$ cat src/rtl/spm_ex_loader_pkg.sv
// spm_ex_loader_pkg: shared widths, ex_in_bus field offsets and FSM states for the scratchpad loader
package spm_ex_loader_pkg;
  localparam int DATA_W     = 32;
  localparam int ADDR_W     = 8;
  localparam int NBANK      = 4;
  localparam int LEN_W      = 10;
  localparam int RD_LAT     = 1;
  localparam int FIFO_DEPTH = 4;
  localparam int BK_W       = $clog2(NBANK);
  localparam int EX_IN_W    = 168;
  localparam int WEN_LSB    = 164;
  localparam int REN_LSB    = 160;
  localparam int ADDR_LSB   = 128;
  typedef enum logic [2:0] {IDLE, WRITE, READ, DRAIN, FIN} state_e;
endpackage

$ cat src/rtl/spm_ex_loader_if.sv
// spm_ex_loader_if: command, write/read streams and scratchpad external port of the loader
interface spm_ex_loader_if;
  import spm_ex_loader_pkg::*;
  logic                    start;
  logic                    mode;
  logic [ADDR_W-1:0]       base_addr;
  logic [LEN_W-1:0]        len;
  logic [NBANK-1:0]        bank_mask;
  logic                    busy;
  logic                    done;
  logic                    err;
  logic                    s_valid;
  logic [DATA_W-1:0]       s_data;
  logic                    s_ready;
  logic                    m_valid;
  logic [DATA_W-1:0]       m_data;
  logic                    m_ready;
  logic [NBANK*DATA_W-1:0] ex_out_bus;
  logic [EX_IN_W-1:0]      ex_in_bus;
  modport master (
    input  start, mode, base_addr, len, bank_mask, s_valid, s_data, m_ready, ex_out_bus,
    output busy, done, err, s_ready, m_valid, m_data, ex_in_bus
  );
  modport slave (
    output start, mode, base_addr, len, bank_mask, s_valid, s_data, m_ready, ex_out_bus,
    input  busy, done, err, s_ready, m_valid, m_data, ex_in_bus
  );
endinterface

$ cat src/rtl/spm_rd_fifo.sv
// spm_rd_fifo: synchronous read-return FIFO; caller guarantees no push when full and no pop when empty
module spm_rd_fifo import spm_ex_loader_pkg::*; #(
  parameter int DEPTH = FIFO_DEPTH,
  parameter int W     = DATA_W,
  localparam int PW   = $clog2(DEPTH),
  localparam int CW   = $clog2(DEPTH + 1)
) (
  input  logic          clk_i,
  input  logic          rst_ni,
  input  logic          push_i,
  input  logic [W-1:0]  din_i,
  input  logic          pop_i,
  output logic [W-1:0]  dout_o,
  output logic [CW-1:0] count_o
);
  logic [W-1:0]  mem_q [DEPTH];
  logic [PW-1:0] wp_q, rp_q;
  logic [CW-1:0] cnt_q;
  assign dout_o  = mem_q[rp_q];
  assign count_o = cnt_q;
  always_ff @(posedge clk_i or negedge rst_ni)
    if (!rst_ni) begin
      for (int i = 0; i < DEPTH; i++) mem_q[i] <= '0;
      wp_q  <= '0;
      rp_q  <= '0;
      cnt_q <= '0;
    end else begin
      if (push_i) mem_q[wp_q] <= din_i;
      wp_q  <= wp_q + PW'(push_i);
      rp_q  <= rp_q + PW'(pop_i);
      cnt_q <= cnt_q + CW'(push_i) - CW'(pop_i);
    end
endmodule

$ cat src/rtl/spm_ex_loader.sv
// spm_ex_loader: streams words to/from scratchpad banks round-robin over the enabled bank set
module spm_ex_loader import spm_ex_loader_pkg::*; (
  input logic              clk_i,
  input logic              rst_ni,
  spm_ex_loader_if.master  bus_if
);
  localparam int CW = $clog2(FIFO_DEPTH + 1);
  state_e             state_q;
  logic [EX_IN_W-1:0] ex_q, ex_d;
  logic               busy_q, done_q, err_q, rej_q;
  logic [NBANK-1:0]   mask_q;
  logic [BK_W-1:0]    bank_q, eb_q, nb, hb;
  logic [ADDR_W-1:0]  addr_q;
  logic [LEN_W-1:0]   rem_q;
  logic [RD_LAT-1:0]  tv_q;
  logic [BK_W-1:0]    tb_q [RD_LAT];
  logic [CW-1:0]      fcnt;
  logic               s_rdy, beat_w, beat_r, beat, ren_any, room, drained, pop;
  function automatic logic [BK_W-1:0] next_bank(input logic [NBANK-1:0] m, input logic [BK_W-1:0] cur);
    logic [BK_W-1:0] n;
    next_bank = cur;
    for (int i = NBANK; i >= 1; i--) begin
      n = cur + BK_W'(i);
      if (m[n]) next_bank = n;
    end
  endfunction
  // in-flight reads are the ren currently on the bus plus every valid tag stage
  assign ren_any = |ex_q[REN_LSB +: NBANK];
  assign room    = $countones(tv_q) + int'(ren_any) + int'(fcnt) < FIFO_DEPTH;
  assign drained = !ren_any && tv_q == '0 && fcnt == '0;
  assign s_rdy   = state_q == WRITE && rem_q != '0;
  assign beat_w  = s_rdy && bus_if.s_valid;
  assign beat_r  = state_q == READ && rem_q != '0 && room;
  assign beat    = beat_w || beat_r;
  assign nb      = next_bank(mask_q, bank_q);
  assign hb      = tb_q[RD_LAT-1];
  assign pop     = bus_if.m_valid && bus_if.m_ready;
  always_comb begin
    ex_d = '0;
    if (beat) ex_d[ADDR_LSB + ADDR_W*int'(bank_q) +: ADDR_W] = addr_q;
    if (beat_w) ex_d[DATA_W*int'(bank_q) +: DATA_W] = bus_if.s_data;
    if (beat_w) ex_d[WEN_LSB + int'(bank_q)] = 1'b1;
    if (beat_r) ex_d[REN_LSB + int'(bank_q)] = 1'b1;
  end
  always_ff @(posedge clk_i or negedge rst_ni)
    if (!rst_ni) begin
      state_q <= IDLE;
      ex_q    <= '0;
      busy_q  <= 1'b0;
      done_q  <= 1'b0;
      err_q   <= 1'b0;
      rej_q   <= 1'b0;
      mask_q  <= '0;
      bank_q  <= '0;
      eb_q    <= '0;
      addr_q  <= '0;
      rem_q   <= '0;
      tv_q    <= '0;
      for (int i = 0; i < RD_LAT; i++) tb_q[i] <= '0;
    end else begin
      ex_q    <= ex_d;
      done_q  <= 1'b0;
      err_q   <= 1'b0;
      tv_q[0] <= ren_any;
      tb_q[0] <= eb_q;
      for (int i = 1; i < RD_LAT; i++) begin
        tv_q[i] <= tv_q[i-1];
        tb_q[i] <= tb_q[i-1];
      end
      // a wrap back to a lower-or-equal bank closes one pass over the enabled set
      if (beat) begin
        eb_q   <= bank_q;
        bank_q <= nb;
        addr_q <= addr_q + ADDR_W'(nb <= bank_q);
        rem_q  <= rem_q - 1'b1;
      end
      case (state_q)
        IDLE: if (bus_if.start) begin
          rej_q <= bus_if.len == '0 || bus_if.bank_mask == '0;
          if (bus_if.len == '0 || bus_if.bank_mask == '0) state_q <= FIN;
          else begin
            mask_q  <= bus_if.bank_mask;
            addr_q  <= bus_if.base_addr;
            rem_q   <= bus_if.len;
            bank_q  <= next_bank(bus_if.bank_mask, '1);
            busy_q  <= 1'b1;
            state_q <= bus_if.mode ? READ : WRITE;
          end
        end
        WRITE: if (beat_w && rem_q == 1) state_q <= FIN;
        READ:  if (beat_r && rem_q == 1) state_q <= DRAIN;
        DRAIN: if (drained) state_q <= FIN;
        FIN: begin
          done_q  <= 1'b1;
          err_q   <= rej_q;
          busy_q  <= 1'b0;
          state_q <= IDLE;
        end
        default: state_q <= IDLE;
      endcase
    end
  spm_rd_fifo #(.DEPTH(FIFO_DEPTH), .W(DATA_W)) u_fifo (
    .clk_i   (clk_i),
    .rst_ni  (rst_ni),
    .push_i  (tv_q[RD_LAT-1]),
    .din_i   (bus_if.ex_out_bus[DATA_W*int'(hb) +: DATA_W]),
    .pop_i   (pop),
    .dout_o  (bus_if.m_data),
    .count_o (fcnt)
  );
  assign bus_if.m_valid   = fcnt != '0;
  assign bus_if.ex_in_bus = ex_q;
  assign bus_if.busy      = busy_q;
  assign bus_if.done      = done_q;
  assign bus_if.err       = err_q;
  assign bus_if.s_ready   = s_rdy;
endmodule

$ cat src/flat_wrapper.sv
// flat-port wrapper written by rule: the top's interface ports become plain ports
module spm_ex_loader_flat import spm_ex_loader_pkg::*;
  (clk_i, rst_ni, bus_if_start, bus_if_mode, bus_if_base_addr, bus_if_len, bus_if_bank_mask, bus_if_s_valid, bus_if_s_data, bus_if_m_ready, bus_if_ex_out_bus, bus_if_busy, bus_if_done, bus_if_err, bus_if_s_ready, bus_if_m_valid, bus_if_m_data, bus_if_ex_in_bus);
  spm_ex_loader_if bus_if_i ();
  input logic clk_i;
  input logic rst_ni;
  input wire logic [$bits(bus_if_i.start)-1:0] bus_if_start;
  input wire logic [$bits(bus_if_i.mode)-1:0] bus_if_mode;
  input wire logic [$bits(bus_if_i.base_addr)-1:0] bus_if_base_addr;
  input wire logic [$bits(bus_if_i.len)-1:0] bus_if_len;
  input wire logic [$bits(bus_if_i.bank_mask)-1:0] bus_if_bank_mask;
  input wire logic [$bits(bus_if_i.s_valid)-1:0] bus_if_s_valid;
  input wire logic [$bits(bus_if_i.s_data)-1:0] bus_if_s_data;
  input wire logic [$bits(bus_if_i.m_ready)-1:0] bus_if_m_ready;
  input wire logic [$bits(bus_if_i.ex_out_bus)-1:0] bus_if_ex_out_bus;
  output wire logic [$bits(bus_if_i.busy)-1:0] bus_if_busy;
  output wire logic [$bits(bus_if_i.done)-1:0] bus_if_done;
  output wire logic [$bits(bus_if_i.err)-1:0] bus_if_err;
  output wire logic [$bits(bus_if_i.s_ready)-1:0] bus_if_s_ready;
  output wire logic [$bits(bus_if_i.m_valid)-1:0] bus_if_m_valid;
  output wire logic [$bits(bus_if_i.m_data)-1:0] bus_if_m_data;
  output wire logic [$bits(bus_if_i.ex_in_bus)-1:0] bus_if_ex_in_bus;
  assign bus_if_i.start = bus_if_start;
  assign bus_if_i.mode = bus_if_mode;
  assign bus_if_i.base_addr = bus_if_base_addr;
  assign bus_if_i.len = bus_if_len;
  assign bus_if_i.bank_mask = bus_if_bank_mask;
  assign bus_if_i.s_valid = bus_if_s_valid;
  assign bus_if_i.s_data = bus_if_s_data;
  assign bus_if_i.m_ready = bus_if_m_ready;
  assign bus_if_i.ex_out_bus = bus_if_ex_out_bus;
  assign bus_if_busy = bus_if_i.busy;
  assign bus_if_done = bus_if_i.done;
  assign bus_if_err = bus_if_i.err;
  assign bus_if_s_ready = bus_if_i.s_ready;
  assign bus_if_m_valid = bus_if_i.m_valid;
  assign bus_if_m_data = bus_if_i.m_data;
  assign bus_if_ex_in_bus = bus_if_i.ex_in_bus;
  spm_ex_loader u_core (.clk_i(clk_i), .rst_ni(rst_ni), .bus_if(bus_if_i));
endmodule
$ cat config.mk
export PLATFORM = sky130hd
export DESIGN_NAME = spm_ex_loader_flat
export DESIGN_NICKNAME = d
export VERILOG_FILES = /design/src/rtl/spm_ex_loader_pkg.sv /design/src/rtl/spm_ex_loader_if.sv /design/src/rtl/spm_rd_fifo.sv /design/src/rtl/spm_ex_loader.sv /design/src/flat_wrapper.sv
export SDC_FILE = /design/constraint.sdc
export NUM_CORES = 1
export LEC_CHECK = 0
export ABC_CLOCK_PERIOD_IN_PS = 5000
export BUFFER_PORTS_ARGS = -buffer_cell sky130_fd_sc_hd__buf_2
export CAP_MARGIN = 20
export CORE_UTILIZATION = 45
export CTS_CLUSTER_DIAMETER = 40
export DETAILED_ROUTE_END_ITERATION = 16
export PLACE_DENSITY_LB_ADDON = 0.08
export SYNTH_ARGS = -nofsm -noshare
export SYNTH_HDL_FRONTEND = slang
export SYNTH_SLANG_ARGS = --single-unit
$ cat constraint.sdc
create_clock -name clk_i -period 5 [get_ports clk_i]
set_clock_uncertainty 0.05 [all_clocks]
set_input_delay 0.75 -clock clk_i [delete_from_list [all_inputs] [get_ports clk_i]]
set_output_delay 0.75 -clock clk_i [all_outputs]
set_load 0.03 [all_outputs]
======== After elaboration in Yosys (flattened, before gate mapping) ========
Index checks and enable logic that the tools add are counted.
word-level totals
  register bits after elaboration ......... 339
  bits of input ports ..................... 188
  logic and storage cells ................. 148
cells by class
  $add $sub $neg .......................... 16
  $lt $le $gt $ge ......................... 12
  equality and inequality tests ........... 10
  shift operators ......................... 5
  muxes and demuxes ....................... 51
  bitwise gates (word level) .............. 7
  reductions and logical operators ........ 27
operators with widths
  kind                                                                        number
  168-bit 2-to-1 mux                                                          4
  168-bit bitwise OR                                                          2
  168-bit bitwise AND                                                         1
  168-bit bitwise mux                                                         1
  32-bit by 33-bit variable shift with 168-bit output (first input constant)  1
  8-bit by 33-bit variable shift with 168-bit output (first input constant)   1
  32-bit by 33-bit variable part select with 168-bit output                   1
  8-bit by 33-bit variable part select with 168-bit output                    1
  128-bit bitwise mux                                                         1
  128-bit by 8-bit variable part select with 32-bit output                    1
  32-bit 2-to-1 mux                                                           3
  32-bit binary-select mux with 2-bit select                                  1
  32-bit demux with 2-bit select                                              1
  32-bit by 1-bit >= comparator with 1-bit output (second input constant)     2
  32-bit by 10-bit < comparator with 1-bit output (second input constant)     2
  10-bit 2-to-1 mux                                                           4
  32-bit negator with 33-bit output                                           1
  7-bit negator with 33-bit output                                            1
  32-bit by 4-bit adder with 32-bit output                                    1
  32-bit by 4-bit < comparator with 1-bit output (second input constant)      1
  8-bit 2-to-1 mux                                                            4
  2-bit 2-to-1 mux                                                            10
  8-bit by 2-bit adder with 9-bit output (first input constant)               2
  1-bit demux with 8-bit select                                               2
  other kinds (39)                                                            79

======== Longest topological paths before layout ========
  depth after elaboration ................. 13
  mapped depth ............................ 16
  depth with buffers taken out ............ 14

======== Cells and area by module ========
Synthesis repeated with hierarchy kept, for this count alone.
second synthesis, totals
  cell total of the unflattened synthesis .. 1019
  area total of the unflattened synthesis .. 14710.4 µm²
by module, submodules not included
  module         instances  cells each  area each (µm²)
  spm_ex_loader  1          687         8893.5
  spm_rd_fifo    1          332         5816.8

======== Least setup slack after synthesis ========
No wires, ideal clock.
  kind .................................... register to register
  start point ............................. register u_core.bank_q[0]
  end point ............................... register u_core.addr_q[5]
  setup time .............................. 0.077 ns
  arrival ................................. 3.476 ns
  required time ........................... 4.873 ns
  setup slack ............................. 1.397 ns
  stages on the path, launching flop included .. 16
  path buffers ............................ 2
  period minus slack after synthesis ...... 3.603 ns
  cells stage by stage .................... dfrtp_1 clkbuf_1 inv_1 ha_1 clkbuf_1 mux2_2 a21oi_1 o311ai_0 ha_1 nand2_1 o21ai_0 ha_1 nand3_1 or4_1 xor2_1 a21oi_1
on the way
  word-level cells in the longest chain between the ends .. 12
ends and longest elaborated chain
  item                                       RTL line             RTL
  start: declaration                         spm_ex_loader.sv:12  logic [BK_W-1:0] bank_q, eb_q, nb, hb;
  start signal: assignment                   spm_ex_loader.sv:73  bank_q <= nb;
  start signal: assignment                   spm_ex_loader.sv:85  bank_q <= next_bank(bus_if.bank_mask, '1);
  2-bit adder                                spm_ex_loader.sv:23  n = cur + BK_W'(i);
  1-bit binary-select mux with 2-bit select  spm_ex_loader.sv:24  if (m[n]) next_bank = n;
  1-bit 2-to-1 mux (implied by the code)     spm_ex_loader.sv:24
  2-bit 2-to-1 mux (3 in a row)              spm_ex_loader.sv:24
  2-bit <= comparator *                      spm_ex_loader.sv:74  addr_q <= addr_q + ADDR_W'(nb <= bank_q);
  8-bit by 1-bit adder with 8-bit output *   spm_ex_loader.sv:74
  8-bit 2-to-1 mux *                         spm_ex_loader.sv:71  if (beat) begin
  8-bit 2-to-1 mux                           spm_ex_loader.sv:80  if (bus_if.len == '0 || bus_if.bank_mask == '0) state_q <= FIN;
  8-bit 2-to-1 mux                           spm_ex_loader.sv:78  IDLE: if (bus_if.start) begin
  8-bit 2-to-1 mux *                         spm_ex_loader.sv:77  case (state_q)
  end signal: assignment                     spm_ex_loader.sv:74
  end signal: assignment                     spm_ex_loader.sv:83  addr_q <= bus_if.base_addr;
  end: declaration                           spm_ex_loader.sv:13  logic [ADDR_W-1:0] addr_q;
Every way passes the cells marked *; elsewhere a longest branch is shown, timed or not. The select of a mux whose other input is x is not followed.
A chain may end at the register's enable or synchronous reset.

======== Worst setup path in the final report ========
Ends and elaborated chain as after synthesis.

==> flow_metrics.py <==
metrics = {
    "run_status": {
        "run_status": "complete, no violations",
    },
    "floorplanning": {
        "rows": 65,
        "die_x_um": 182,
        "die-area_mm2": 0.0330,
        "die_h_um": 182,
        "pin_count": 393,
        "initial_core_util": 0.459,
        "core_area_mm2": 0.0316,
    },
    "run": {
        "cap_violations": 0,
    },
    "sta": {
        "tightestPinTransition_ns": 1.09,
        "finalCriticalPeriod_ns": 3.85,
        "rsz0062_at_grt": "no",
        "slew_headroom": 0.272,
        "setup_viol": 0,
        "slew_viol_final": 0,
        "min_period_over_period": 0.770,
        "max_freq_ghz": 0.260,
        "final.setup.tns_ns": 0,
        "hold_viol_final": 0,
    },
    "cts": {
        "cts_tree": "built",
        "cts.clk_slew.worst_paths_ns": 0.06,
        "cts_hold_buf": 0,
        "clk_latency_ns": 0.55,
        "htreeDepth": 2,
        "clock_path_buffers": 3,
        "clock_sinks": 339,
        "clock-root-buffer": "clkbuf_16",
        "numCtsBuffers": 47,
        "cts.repair.resized": 0,
        "cts_setup_buffers": 0,
    },
    "critical_path": {
        "reg2reg_slack_ns": 1.15,
        "crit_path_end_kind": "register",
        "critPathKind": "register to register",
        "r2r_end": "u_core.addr_q[5]$_DFF_PN0_",
        "cp.arrival_ns": 4.26,
        "start_kind": "register",
        "required_ns": 5.41,
        "rr_startpoint": "u_core.bank_q[0]$_DFF_PN0_",
        "ff2ff_path_depth": 13,
        "critPathMaxFanout": 17,
    },
    "final_layout": {
        "drive_gt1_frac": 0.493,
        "nets": 1613,
        "fillers": 2640,
        "final_util": 0.588,
        "finalNonFillerCells": 1843,
        "insertedDiodeCount": 0,
        "area_growth_pct": 28.3,
    },
    "routing": {
        "routed_via_density": 5.46,
        "routed_wl_mm": 39.1,
        "first_iter_violations": 517,
        "drtPass1Iterations": 5,
        "vias": 10100,
        "wl_per_cell_um": 21.2,
        "ant_nets": 0,
        "drcViolationCount": 0,
    },
    "yosys": {
        "synth_warnings": 0,
        "syn_area_per_cell_um2": 14.3,
        "synth_cell_types": 55,
        "syn_nets": 1227,
        "synth_seq_area_share": 0.585,
        "syn-cell-area_mm2": 0.0145,
        "ys_seq_elements": 339,
        "async_reset_ff_frac": 1.00,
        "ys.flop_type": "dfrtp_1",
        "syn_inst": 1017,
        "synth-edff-count": 0,
    },
    "place": {
        "dp_hpwl_mm": 26.8,
        "place.gp.congestion": 0.789,
        "port_buffers": 392,
        "dp_cells": 1753,
    },
    "pwr": {
        "p_leak_nw": 9.34,
        "clkPwrFrac": 0.303,
        "p_switching_mw": 4.15,
        "comb_power_share": 0.348,
        "seqPwrFrac": 0.349,
        "cellPowerDensity_mw_per_mm2": 635,
        "p_int_mw": 7.67,
        "switching_share": 0.351,
        "ir_worst_vdd_v": 0.000293,
    },
    "global_route": {
        "grt_max_degree": 118,
        "track_usage": 0.240,
        "grt_pass1_wl_mm": 60.3,
        "grt_pass1_vias": 10300,
        "grt_overflow": 0,
        "antenna_found_initial": 0,
    },
    "min_path": {
        "hold_class": "input port to asynchronous set/reset pin",
    },
}
worst max path at each step:
stage                                           from                          to
after detailed placement  u_core.bank_q[0]$_DFF_PN0_  u_core.addr_q[5]$_DFF_PN0_
after CTS                 u_core.bank_q[0]$_DFF_PN0_  u_core.addr_q[5]$_DFF_PN0_
final                     u_core.bank_q[0]$_DFF_PN0_  u_core.addr_q[5]$_DFF_PN0_
after global routing      u_core.bank_q[0]$_DFF_PN0_  u_core.addr_q[5]$_DFF_PN0_
after floorplan           u_core.bank_q[0]$_DFF_PN0_  u_core.addr_q[5]$_DFF_PN0_
after global placement    u_core.bank_q[0]$_DFF_PN0_  u_core.addr_q[5]$_DFF_PN0_
worst max-delay path, stage by stage, from the launching register on:
cell      delay, ns
dfrtp_1        0.67
inv_1          0.25
ha_1           0.51
mux2_2         0.36
a21oi_1        0.14
o311ai_0       0.17
ha_1           0.33
nand2_1        0.05
o21ai_0        0.07
ha_1           0.20
nand3_1        0.13
or4_1          0.53
xor2_1         0.15
a21oi_1        0.16
power groups by stage:
| stage | sequential [mW] | clock [mW] | combinational (mW) |
|---|---|---|---|
| 2_1_floorplan | 3.90 | 0 | 3.16 |
| 3_3_place_gp | 4.20 | 0 | 4.01 |
| 3_5_place_dp | 4.23 | 0 | 4.05 |
| 4_1_cts | 4.18 | 3.66 | 4.07 |
| 5_1_grt | 4.24 | 3.78 | 4.46 |
| 6_report | 4.12 | 3.59 | 4.11 |
routing by layer:
metal  vias to the layer above  routed length (um)  track usage
met5                         -                   0            0
met4                         0                 815       0.0705
met3                        54                2290       0.0495
met2                       325               19400        0.397
met1                      5160               16600        0.320
li1                       4521                   -            -
cell families after synthesis:
group           count (synthesis)  share of synthesized area
flops                         339                      0.585
simple gates                  243                     0.0961
mux                           197                      0.202
compound gates                112                     0.0612
buf+inv                        86                     0.0253
fa+ha+maj                      22                     0.0195
xor+xnor                       18                     0.0109
metrics by stage:
stage	cell area [um2]	total power, mW	hold slack [ns]	setup WS (ns)
6_report	18600	11.8	0.208	1.15
5_1_grt	18600	12.5	0.295	0.790
4_1_cts	18600	11.9	0.257	1.16
3_5_place_dp	16800	8.28	0.320	1.20
3_3_place_gp	16800	8.22	0.315	1.31
2_1_floorplan	14500	7.06	0.304	1.40
placed cells by master, fill, tap and decap left out, types with 3 or more instances in the layout:
| cell type | count |
|---|---|
| nand2_1 | 38 |
| clkinv_4 | 6 |
| inv_6 | 3 |
| a31oi_1 | 6 |
| nand3b_1 | 3 |
| clkbuf_16 | 48 |
| and3_1 | 71 |
| nor3_2 | 4 |
| clkbuf_8 | 4 |
| buf_2 | 391 |
| clkinv_2 | 5 |
| nor3_1 | 5 |
| or3_1 | 4 |
| mux2_2 | 131 |
| xnor2_1 | 9 |
| nand4_1 | 7 |
| nor4b_1 | 3 |
| dfrtp_1 | 337 |
| nor2_2 | 3 |
| bufinv_16 | 9 |
| or4_1 | 3 |
| a21oi_1 | 8 |
| nor2_1 | 31 |
| a22o_1 | 60 |
| xor2_1 | 9 |
| mux4_2 | 64 |
| nand3_1 | 9 |
| clkinvlp_4 | 7 |
| and2_1 | 43 |
| nor4_1 | 5 |
| buf_12 | 4 |
| ha_1 | 21 |
| o21ai_0 | 20 |
| inv_1 | 13 |
| o311ai_0 | 3 |
| nor3b_1 | 3 |
| buf_4 | 13 |
Yosys cell counts, types with 3 or more instances:
cell type | instances | share of area
or3_1 | 4 | 0.0017
dfrtp_1 | 339 | 0.58
nand3_1 | 10 | 0.0034
mux2_2 | 131 | 0.10
clkbuf_1 | 48 | 0.012
mux4_2 | 64 | 0.099
o21ai_0 | 20 | 0.0069
o311ai_0 | 3 | 0.0018
and3_1 | 71 | 0.031
inv_1 | 13 | 0.0034
nor3_1 | 7 | 0.0024
a22o_1 | 60 | 0.036
nand4_1 | 7 | 0.0030
a21oi_1 | 8 | 0.0028
nor2_1 | 34 | 0.0088
buf_1 | 9 | 0.0023
a31oi_1 | 6 | 0.0026
nor4b_1 | 3 | 0.0018
buf_2 | 12 | 0.0041
xnor2_1 | 9 | 0.0054
nand3b_1 | 3 | 0.0016
and2_1 | 42 | 0.018
nor4_1 | 5 | 0.0022
buf_6 | 4 | 0.0031
ha_1 | 21 | 0.018
xor2_1 | 9 | 0.0054
nand2_1 | 38 | 0.0098
nor3b_1 | 3 | 0.0016
or4_1 | 3 | 0.0016
registers in the layout, indices dropped and copies added, names as in the netlist, 3 cells and up:
signal and flops:
u_core.mask_q 4, u_core.bus_if.ex_in_bus 168, u_core.state_q 3, u_core.rem_q 10, u_core.addr_q 8, u_core.u_fifo.count_o 3
u_core.u_fifo.mem_q 128
area by class of cell:
class / instances / area, um2 / share of cell area
Clock buffer: 54 / 1260 / 0.0679
Inverter: 13 / 48.8 / 0.00262
Sequential cell: 339 / 8490 / 0.456
Tap cell: 402 / 503 / 0.0270
Timing Repair Buffer: 410 / 2160 / 0.116
Clock inverter: 33 / 465 / 0.0250
Multi-Input combinational cell: 592 / 5680 / 0.305
Power figures use the tool's default switching activity.
